[src/rtl/mem_design_pkg.sv]
// Shared types and default parameters for the memory CAM subsystem.
package mem_design_pkg;

  localparam int unsigned param_WIDTH_DATA  = 8;
  localparam int unsigned param_WIDTH_ADDR  = 4;
  localparam int unsigned param_SEQ_DEPTH   = 4;
  localparam int unsigned param_SEQ_TIMEOUT = 64;

  typedef enum logic [1:0] {
    S_IDLE,
    S_REQ,
    S_WAIT,
    S_RESP
  } seq_state_t;

endpackage

[src/rtl/mem_cmd_fifo.sv]
// Small synchronous command FIFO with power-of-2 depth and naturally wrapping pointers.
module mem_cmd_fifo #(
  parameter int unsigned WIDTH = 13,
  parameter int unsigned DEPTH = 4
) (
  input  logic             clk,
  input  logic             rst,
  input  logic             push,
  input  logic             pop,
  input  logic [WIDTH-1:0] din,
  output logic             full,
  output logic             empty,
  output logic [WIDTH-1:0] head
);

  localparam int unsigned AW = $clog2(DEPTH);
  localparam int unsigned CW = AW + 1;

  logic [WIDTH-1:0] mem [DEPTH];
  logic [AW-1:0]    wr_ptr;
  logic [AW-1:0]    rd_ptr;
  logic [CW-1:0]    count;
  logic             do_push_c;
  logic             do_pop_c;

  assign full      = (count == CW'(DEPTH));
  assign empty     = (count == '0);
  assign head      = mem[rd_ptr];
  assign do_push_c = push && !full;
  assign do_pop_c  = pop && !empty;

  always_ff @(posedge clk or negedge rst) begin
    if (!rst) begin
      wr_ptr <= '0;
      rd_ptr <= '0;
      count  <= '0;
    end else begin
      if (do_push_c) wr_ptr <= wr_ptr + AW'(1);
      if (do_pop_c)  rd_ptr <= rd_ptr + AW'(1);
      if (do_push_c && !do_pop_c)      count <= count + CW'(1);
      else if (do_pop_c && !do_push_c) count <= count - CW'(1);
    end
  end

  // Payload storage needs no reset; the pointers define validity.
  always_ff @(posedge clk) begin
    if (do_push_c) mem[wr_ptr] <= din;
  end

endmodule

[src/rtl/mem_cmd_sequencer.sv]
// Buffers client read/write commands and issues them one at a time on the CAM
// req/busy handshake, returning exactly one ordered response per command.
module mem_cmd_sequencer
  import mem_design_pkg::*;
#(
  parameter int unsigned WIDTH_DATA = param_WIDTH_DATA,
  parameter int unsigned WIDTH_ADDR = param_WIDTH_ADDR,
  parameter int unsigned DEPTH      = param_SEQ_DEPTH,
  parameter int unsigned TIMEOUT    = param_SEQ_TIMEOUT
) (
  input  logic                  clk,
  input  logic                  rst,
  input  logic                  cmd_valid,
  output logic                  cmd_ready,
  input  logic                  cmd_wr_nrd,
  input  logic [WIDTH_ADDR-1:0] cmd_addr,
  input  logic [WIDTH_DATA-1:0] cmd_din,
  output logic                  cam_req,
  output logic                  cam_wr_nrd,
  output logic [WIDTH_ADDR-1:0] cam_addr,
  output logic [WIDTH_DATA-1:0] cam_din,
  input  logic                  cam_busy,
  input  logic                  cam_read_valid,
  input  logic [WIDTH_DATA-1:0] cam_dout,
  input  logic                  cam_write_error,
  output logic                  rsp_valid,
  output logic                  rsp_wr,
  output logic [WIDTH_DATA-1:0] rsp_data,
  output logic                  rsp_error,
  output logic                  rsp_timeout,
  output logic [7:0]            err_count
);

  localparam int unsigned PW      = 1 + WIDTH_ADDR + WIDTH_DATA;
  localparam logic [7:0]  TO_LAST = 8'(TIMEOUT - 1);

  seq_state_t    state;
  logic [7:0]    tcnt;
  logic [PW-1:0] head;
  logic          full;
  logic          empty;
  logic          push_c;
  logic          pop_c;

  assign cmd_ready = !full;
  assign push_c    = cmd_valid && !full;
  assign pop_c     = (state == S_IDLE) && !empty && !cam_busy;

  mem_cmd_fifo #(
    .WIDTH (PW),
    .DEPTH (DEPTH)
  ) u_fifo (
    .clk   (clk),
    .rst   (rst),
    .push  (push_c),
    .pop   (pop_c),
    .din   ({cmd_wr_nrd, cmd_addr, cmd_din}),
    .full  (full),
    .empty (empty),
    .head  (head)
  );

  always_ff @(posedge clk or negedge rst) begin
    if (!rst) begin
      state       <= S_IDLE;
      tcnt        <= '0;
      cam_req     <= 1'b0;
      cam_wr_nrd  <= 1'b0;
      cam_addr    <= '0;
      cam_din     <= '0;
      rsp_valid   <= 1'b0;
      rsp_wr      <= 1'b0;
      rsp_data    <= '0;
      rsp_error   <= 1'b0;
      rsp_timeout <= 1'b0;
      err_count   <= '0;
    end else begin
      case (state)
        S_IDLE: begin
          if (pop_c) begin
            {cam_wr_nrd, cam_addr, cam_din} <= head;
            cam_req <= 1'b1;
            tcnt    <= '0;
            state   <= S_REQ;
          end
        end
        // tcnt != 0 keeps req high for at least two cycles.
        S_REQ: begin
          if (tcnt == TO_LAST) begin
            cam_req     <= 1'b0;
            rsp_valid   <= 1'b1;
            rsp_wr      <= cam_wr_nrd;
            rsp_data    <= '0;
            rsp_error   <= 1'b1;
            rsp_timeout <= 1'b1;
            state       <= S_RESP;
          end else begin
            if (cam_busy && (tcnt != 8'd0)) begin
              cam_req <= 1'b0;
              state   <= S_WAIT;
            end
            tcnt <= tcnt + 8'd1;
          end
        end
        S_WAIT: begin
          if (tcnt == TO_LAST) begin
            rsp_valid   <= 1'b1;
            rsp_wr      <= cam_wr_nrd;
            rsp_data    <= '0;
            rsp_error   <= 1'b1;
            rsp_timeout <= 1'b1;
            state       <= S_RESP;
          end else if (!cam_busy) begin
            rsp_valid   <= 1'b1;
            rsp_wr      <= cam_wr_nrd;
            rsp_data    <= (!cam_wr_nrd && cam_read_valid) ? cam_dout : '0;
            rsp_error   <= cam_wr_nrd && cam_write_error;
            rsp_timeout <= 1'b0;
            state       <= S_RESP;
          end else begin
            tcnt <= tcnt + 8'd1;
          end
        end
        S_RESP: begin
          if (rsp_error && (err_count != 8'hFF)) err_count <= err_count + 8'd1;
          rsp_valid   <= 1'b0;
          rsp_wr      <= 1'b0;
          rsp_data    <= '0;
          rsp_error   <= 1'b0;
          rsp_timeout <= 1'b0;
          state       <= S_IDLE;
        end
        default: state <= S_IDLE;
      endcase
    end
  end

endmodule
[config.mk]
export PLATFORM = sky130hd
export DESIGN_NAME = mem_cmd_sequencer
export DESIGN_NICKNAME = d
export VERILOG_FILES = /design/src/rtl/mem_design_pkg.sv /design/src/rtl/mem_cmd_fifo.sv /design/src/rtl/mem_cmd_sequencer.sv
export SDC_FILE = /design/constraint.sdc
export NUM_CORES = 1
export LEC_CHECK = 0
export BUFFER_PORTS_ARGS = -buffer_cell sky130_fd_sc_hd__buf_2
export CORE_MARGIN = 2
export CORE_UTILIZATION = 47
export CTS_BUF_LIST = sky130_fd_sc_hd__clkbuf_4
export CTS_CLUSTER_SIZE = 30
export DETAILED_ROUTE_END_ITERATION = 12
export GPL_TIMING_DRIVEN = 0
export PLACE_DENSITY = 0.67
export SYNTH_ARGS = -nofsm -noshare
export SYNTH_HDL_FRONTEND = slang
export SYNTH_SLANG_ARGS = --single-unit
[constraint.sdc]
create_clock -name clk -period 7.9 [get_ports clk]
set_clock_uncertainty 0.2 [all_clocks]
set_input_delay 1.58 -clock clk [delete_from_list [all_inputs] [get_ports clk]]
set_output_delay 1.58 -clock clk [all_outputs]
set_load 0.05 [all_outputs]
* Word-level counts from Yosys, hierarchy flattened *
Memory sizes are Yosys's and may differ from the RTL's. A register that Yosys moved wholly into a read port is not among the register bits.
Cells that the tools add are included.

cells by class
  mux-type cells = 38
  equality and inequality tests = 13
  reduce and logical (&&, ||, !) cells = 31
  add/subtract/negate cells = 6

operator list
  operator               count
  $mux W8                8
  $pmux W8 S3            2
  $add A8 B1 Y8 const B  2
  $mux W1                15
  $pmux W1 S3            4
  $logic_and A1 B1 Y1    11
  $mux W2                5
  $reduce_and A3 Y1      3
  $eq A8 B6 Y1 const B   1
  $ne A2 B2 Y1 const B   4
  $ne A8 B8 Y1 const B   1
  $pmux W2 S4            1
  $reduce_bool A8 Y1     1
  $logic_not A1 Y1       7
  $mux W3                2
  $ne A3 B3 Y1 const B   2
  $reduce_bool A3 Y1     2
  $reduce_and A5 Y1      1
  $add A2 B1 Y2 const B  2
  $eq A2 B2 Y1 const B   2
  $reduce_and A2 Y1      2
  $reduce_bool A2 Y1     2
  $add A3 B1 Y3 const B  1
  $eq A3 B3 Y1 const B   1
  other kinds (6)        6

storage, ports and cells
  memories kept = 1
  RAM bits = 52
  logic and storage cells = 101
  bits in registers = 38
  input bits = 27

memory list
  name        depth  width  read ports  clocked after memory_dff  wr ports  line                source
  u_fifo.mem  4      13     1           1                         1         mem_cmd_fifo.sv:19  logic [WIDTH-1:0] mem [DEPTH];

* Depth between registers and ports, before layout *
Gate-level depths: netlist of run 1.

  depth in word-level cells = 8
  depth in mapped cells = 11
  gate-level depth less buffers = 10

* Modules after synthesis *
A second synthesis of run 1 with hierarchy kept.

unflattened totals
  cell total of the unflattened synthesis = 305
  area total of the unflattened synthesis = 4556.9 µm²

modules (own cells, without submodules)
  module             cells each  instances  area each (µm²)
  mem_cmd_fifo       105         1          2314.7
  mem_cmd_sequencer  200         1          2242.2

* Worst setup path after synthesis of run 1 *
No wires, ideal clock.

  kind = in2reg
  start = input port cam_busy
  end = register u_fifo.count[1]
  stages = 7
  data required time = 7575 ps
  setup time = 125 ps
  arrival time = 3147 ps
  setup slack = 4428 ps
  path buffers = 1
  cell sequence = nor3b_4 -> buf_2 -> inv_1 -> ha_1 -> inv_1 -> fa_1 -> mux2_2

between the ends
  word-level cells in the longest chain between the ends = 6
  elaborated cells between the ends (all ways) = 8
  classes of those cells = mux: 1; reduce/logical: 7

ends and longest elaborated chain
  what                                           line                     source
  start: declaration                             mem_cmd_sequencer.sv:22  input logic cam_busy,
  $logic_not A1 Y1 *                             --
  $logic_and A1 B1 Y1 *                          mem_cmd_sequencer.sv:47  assign pop_c = (state == S_IDLE) && !empty && !cam_busy;
  $logic_and A1 B1 Y1 *                          mem_cmd_fifo.sv:30       assign do_pop_c = pop && !empty;
  $logic_not A1 Y1                               mem_cmd_fifo.sv:40       if (do_push_c && !do_pop_c) count <= count + CW'(1);
  $logic_and A1 B1 Y1                            mem_cmd_fifo.sv:40
  $mux W3 or $reduce_bool A2 Y1 (tied branches)  --
  end signal: assignment                         mem_cmd_fifo.sv:40
  end signal: assignment                         mem_cmd_fifo.sv:41       else if (do_pop_c && !do_push_c) count <= count - CW'(1);
  end: declaration                               mem_cmd_fifo.sv:22       logic [CW-1:0] count;

Mark *: on every way between the ends. The rest lies on a longest branch, timed or not.
A chain may end at the register's enable or synchronous reset.

* Worst setup path in the final report of run 1 *
Ends and elaborated chain as after synthesis.

==> results of run 1 <==
routing by layer:
layer	part of all wire [%]	GRT usage [%]	vias up
met1	45	21.0	1244
li1	-	-	1240
met2	49	27.3	62
met5	0	0	-
met4	0.94	4.05	0
met3	4.4	5.24	6
cells in the mapped netlist, types with 4 or more instances:
| cell | number |
|---|---|
| edfxtp_1 | 52 |
| dfrtp_1 | 51 |
| nand2_1 | 22 |
| inv_1 | 20 |
| mux2_2 | 18 |
| ha_1 | 13 |
| mux4_2 | 13 |
| mux2i_1 | 10 |
| xnor2_1 | 9 |
| and3_1 | 6 |
| nand4_1 | 6 |
| nor2_1 | 6 |
| a21oi_1 | 5 |
| nand3_1 | 5 |
| a22o_1 | 4 |
| xor2_1 | 4 |
path summary, 6_finish.rpt:
check / from / endpoint
max in group asynchronous: rst / tcnt[1]
setup / recovery: cam_busy / u_fifo.count[1]
setup reg to reg: state[0] / u_fifo.count[1]
hold / removal: err_count[6] / err_count[6]
min in group asynchronous: rst / err_count[4]
hold reg to reg: err_count[6] / err_count[6]
power breakdown:
group / switching [uW] / internal (uW) / total (uW)
Clock: 181 / 104 / 285
Combinational: 598 / 355 / 953
Sequential: 93.1 / 727 / 820
stage by stage:
step / worst slack (ns) / power, uW
2_1_floorplan: 4.43 / 1570
3_3_place_gp: 3.91 / 1770
3_5_place_dp: 3.89 / 1800
4_1_cts: 4.40 / 2090
5_1_grt: 4.33 / 2200
6_report: 4.41 / 2060
state kept, by name, summed over array words and instances (netlist names):
register       count
cam_addr           4
cam_din            8
cam_req            1
cam_wr_nrd         1
err_count          8
rsp_data           8
rsp_error          1
rsp_timeout        1
rsp_valid          1
rsp_wr             1
state              2
tcnt               8
u_fifo.count       3
u_fifo.mem        52
u_fifo.rd_ptr      2
u_fifo.wr_ptr      2
worst register-to-register path, stage by stage, from the launching register on:
cell	delay, ns
dfrtp_1	0.45
inv_1	0.14
ha_1	0.20
nor3b_4	0.50
buf_2	0.37
inv_1	0.07
ha_1	0.22
inv_1	0.07
fa_1	0.41
mux2_2	0.27
cells by family (layout without fill, tap and decap cells):
kind of cell / Yosys count / in the layout / synth area share (%)
xor gates and xnor gates: 13 / 13 / 2.55
AOI/OAI and AO/OA: 29 / 29 / 4.93
and+or+nand+nor: 63 / 63 / 7.91
adders and majority gates: 14 / 14 / 4.09
buffers and inverters: 29 / 106 / 2.83
DFF: 103 / 103 / 63.6
muxes: 44 / 44 / 14.1
area by class of cell:
type	count	area, um^2	area share [%]
timing repair buffer	61	305	6.00
multi-input combinational	163	1500	29.5
clock inverter	7	90.1	1.77
tap	129	161	3.17
inverter	21	78.8	1.55
buffer	8	47.5	0.935
sequential	103	2840	55.8
clock buffer	9	67.6	1.33
==> qor.txt, run 1 <==
status = finished, final reports clean
io pins = 62
Max Fanout on Critical Path = 10
syn avg cell area = 15.1 um^2
initial antenna violation count = 0
Slowest-stage cell, CP = nor3b_4
element type at the critical path end = flop
fin crit share = 44.2%
cell taking the most area after synthesis = edfxtp_1
Area growth syn-to-layout = 14.0%
Final setup viols = 0
Initial Utilization = 48.3%
slew of the pin with the lowest slew margin = 1.17 ns
post-cts sizing count = 0
post-synth top area share = 35.0%
Netlist cell types = 49
WP data required = 8.05 ns
Synth Cell Area = 4460 um^2
Period minus WS final = 3.49 ns
Placed Cells = 485
GRT Total Usage = 16.4%
Synth Instances = 295
CTS H-tree lvls = 3
Num Clock Sinks = 103
CP peak stage delay = 0.50 ns
pwr/cell area = 404 nW/um^2
clk slew on worst S/H paths = 0.17 ns
Fin Hold WS = 0.301 ns
HP Class = reg2reg
final cell count without fillers = 501
Hold-fix buffers, CTS = 0
WP depth = 8
Synth async-reset ratio = 49.5%
delay-heaviest family, CP = buffers and inverters
hold depth = 1
Post-CTS Setup Inserts = 0
worst reg2reg path depth = 9
DIE AREA = 10300 um^2
Antenna Violating Nets Remaining = 0
antenna fix cells = 0
Final HPWL DP = 5.08 mm
post-layout util = 55.1%
# port buffers = 61
ranking of synthesized cells by area = edfxtp_1 (35%), dfrtp_1 (29%), mux4_2 (6.6%)
grt total ovfl = 0
via count = 2552
CTS tree = built
crit-path cells = buf_2 -> nor3b_4 -> buf_2 -> inv_1 -> ha_1 -> inv_1 -> fa_1 -> mux2_2
leading register cell type out of synthesis = edfxtp_1
buffers and inverters on the worst path = 4
First DRT Iteration DRCs = 63
Die Y = 101 um
Ys Warns = 0
crit path kind = in2reg
chip width = 101 um
setup slack, reg-to-reg = 4.92 ns
cell area after layout = 5090 um^2
Hold Fails Final Rpt = 0
layout cell share with drive strength beyond 1 = 33.1%
largest net degree at the start of global routing = 52
Placed Area = 4930 um^2
Num CTS Buffers = 9
startpoint types = primary input
Syn Nets = 336
first-pass GRT wire length = 12.6 mm
wire per inst = 15.3 um
unrepaired setup endpoints after global routing = false
Nets = 408
P_leak = 0.00212 uW
maximum clock path buffer count = 2
Peak VDD IR = 0.191 mV
Post-synth EDFFs = 52
most common cell after layout, fill and taps aside = buf_2
final WL = 7.67 mm
core area = 9240 um^2
Seq/Total Area, Yosys = 63.6%
Clk Latency, worst-skew pair = 0.44 ns
number of global-route vias before repair = 2536
Max Slew Vio Count = 0
slew margin rel. = 21.7%
Critical Path AT = 3.64 ns
FILL cells = 795
max-cap viol count = 0
most frequent cells in the layout = buf_2 (63), edfxtp_1 (52), dfrtp_1 (51)
FF+latch count, synth = 103
Setup TNS = 0 ns
GP Congestion = 0.767
Vias/cell = 5.09
clock root buffer master = clkbuf_4
std cell rows = 35
DRC viols = 0
Max Clock Freq = 0.286 GHz
drt first pass iters = 6
Note: power is estimated with default switching activity, not from simulation.
==> inputs of run 2 (changes only) <==
Settings changed: PLACE_DENSITY 0.67 to 0.7.
Clock period 7.9 ns to 2.9 ns, I/O delays scaled along.
==> run 2 against run 1 <==
Combinational power grew to 2.7 times the previous value. Power grew to 2.7 times the previous value. Critical path depth rose by 1. Via count down 0.47%. Clock power is 140% higher. Final cell count up 0.20%. Sequential power increased to 2.7 times the previous value.
==> qor.txt, run 2 (synthesized netlist as in run 1, its figures left out) <==
slew of the pin with the lowest slew margin = 1.14 ns
NetSw = 2360 uW
cell area after layout = 5070 um^2
P_leak = 0.00212 uW
wire per inst = 15.1 um
Area growth syn-to-layout = 13.5%
fin crit share = 91.5%
initial antenna violation count = 0
power share of the clock group = 12.4%
CP peak stage delay = 0.46 ns
Antenna Violating Nets Remaining = 0
largest net degree at the start of global routing = 52
switching part of the total = 42.9%
Period minus WS final = 2.65 ns
Setup TNS = 0 ns
Gate power share = 47.0%
Slowest-stage cell, CP = dfrtp_1
CTS tree = built
status = finished, final reports clean
DRC viols = 0
GP Congestion = 0.813
Num CTS Buffers = 9
Final HPWL DP = 5.14 mm
Max Clock Freq = 0.377 GHz
WP data required = 3.04 ns
slew margin rel. = 23.9%
most frequent cells in the layout = buf_2 (63), edfxtp_1 (52), dfrtp_1 (51)
io pins = 62
Placed Area = 4930 um^2
layout cell share with drive strength beyond 1 = 33.2%
startpoint types = flop
Setup crit start = state[0]
Critical Path AT = 2.80 ns
CTS H-tree lvls = 3
chip width = 101 um
Hold Crit Start = cmd_din[4]
First DRT Iteration DRCs = 100
crit-path cells = inv_1 -> ha_1 -> nor3b_4 -> buf_2 -> inv_1 -> ha_1 -> inv_1 -> fa_1 -> mux2_2
buffers and inverters on the worst path = 4
Vias/cell = 5.06
antenna fix cells = 0
number of global-route vias before repair = 2606
crit path kind = reg2reg
Fin Hold WS = 0.139 ns
Num Clock Sinks = 103
internal power = 3150 uW
Largest register FFs = 52
clk slew on worst S/H paths = 0.16 ns
worst r2r src = state[0]
Peak VDD IR = 0.640 mV
GRT Total Usage = 16.3%
max-cap viol count = 0
Most flops, register = u_fifo.mem
Sequential Area = 2840 um^2
grt total ovfl = 0
Nets = 409
Final setup viols = 0
Max Slew Vio Count = 0
unrepaired setup endpoints after global routing = false
drt first pass iters = 4
pwr/cell area = 1090 nW/um^2
element type at the critical path end = flop
final WL = 7.60 mm
clock root buffer master = clkbuf_4
Multi-input gate area = 1500 um^2
total power = 5510 uW
first-pass GRT wire length = 12.8 mm
Clk Latency, worst-skew pair = 0.43 ns
Initial Utilization = 48.3%
HP Class = in2reg
maximum clock path buffer count = 2
# port buffers = 61
Flop pwr share = 40.6%
delay-heaviest family, CP = adder cells
via count = 2540
most common cell after layout, fill and taps aside = buf_2
core area = 9240 um^2
Hold Fails Final Rpt = 0
DIE AREA = 10300 um^2
Critical Path Most Common Cell = inv_1
post-cts sizing count = 0
Max Fanout on Critical Path = 10
std cell rows = 35
Die Y = 101 um
FILL cells = 781
[run 2: cell count changes in the layout (fill, tap and decap cells not counted)]
cell / delta
buf_4: +1
clkinvlp_4: -1
inv_8: +1
inv_6: +1
bufinv_16: -1
clkinv_2: +1
clkinv_8: -1
[run 2: worst register-to-register path: cells and delay by family (launching register included)]
| kind | cells | cell delay, ns |
|---|---|---|
| muxes | 1 | 0.27 |
| and+or+nand+nor | 1 | 0.25 |
| adders and majority gates | 3 | 0.83 |
| DFF | 1 | 0.46 |
| buffers and inverters | 4 | 0.56 |
[run 2: cell type report]
cell class	instances	area share, %
flip-flops and latches	103	56.0
multi-input cells	163	29.6
repair buffers	62	6.17
well taps	129	3.19
inverters	21	1.56
clock buffers	9	1.33
clock inverters	7	1.21
plain buffers	8	0.939
[run 2: path summary, 6_finish.rpt]
kind                                    end  slack (ns)  cells past startpoint
max                         u_fifo.count[1]        0.25                      9
min                        u_fifo.mem[2][4]        0.14                      1
max reg2reg                 u_fifo.count[1]        0.25                      9
min reg2reg                     rsp_data[5]        0.32                      2
max in group asynchronous           tcnt[2]        1.65                      1
min in group asynchronous       rsp_data[7]        0.16                      1
[run 2: power groups by stage]
stage                     Sequential (uW)  Clock [uW]  Combinational (uW)
after floorplan                      2880           0                1400
after global placement               2260           0                2570
after detailed placement             2280           0                2620
after CTS                            2240         720                2630
after global routing                 2300         772                2840
final                                2240         684                2590
[run 2: repair_timing]
item / in CTS / in global routing
buffers inserted: 1 / 0
hold buffers: 0 / 0
setup endpoints to repair: 1 / 0
[run 2: per-layer routing]
metal | wire length (um) | track usage (%) | share of wire, %
met3 | 401 | 4.76 | 5.3
met5 | 0 | 0 | 0
met2 | 3730 | 27.6 | 49
met4 | 67 | 4.68 | 0.88
met1 | 3390 | 20.6 | 45
[run 2: stage by stage]
| stage | std cells | util (%) | worst slack (ns) |
|---|---|---|---|
| floorplan | 295 | - | 0.311 |
| finish | 502 | 54.8 | 0.247 |
| detailed placement | 485 | 53.4 | -0.115 |
| global placement | 485 | 53.4 | -0.0759 |
| CTS | 502 | 54.8 | 0.245 |
| global route | 502 | 54.8 | 0.0957 |
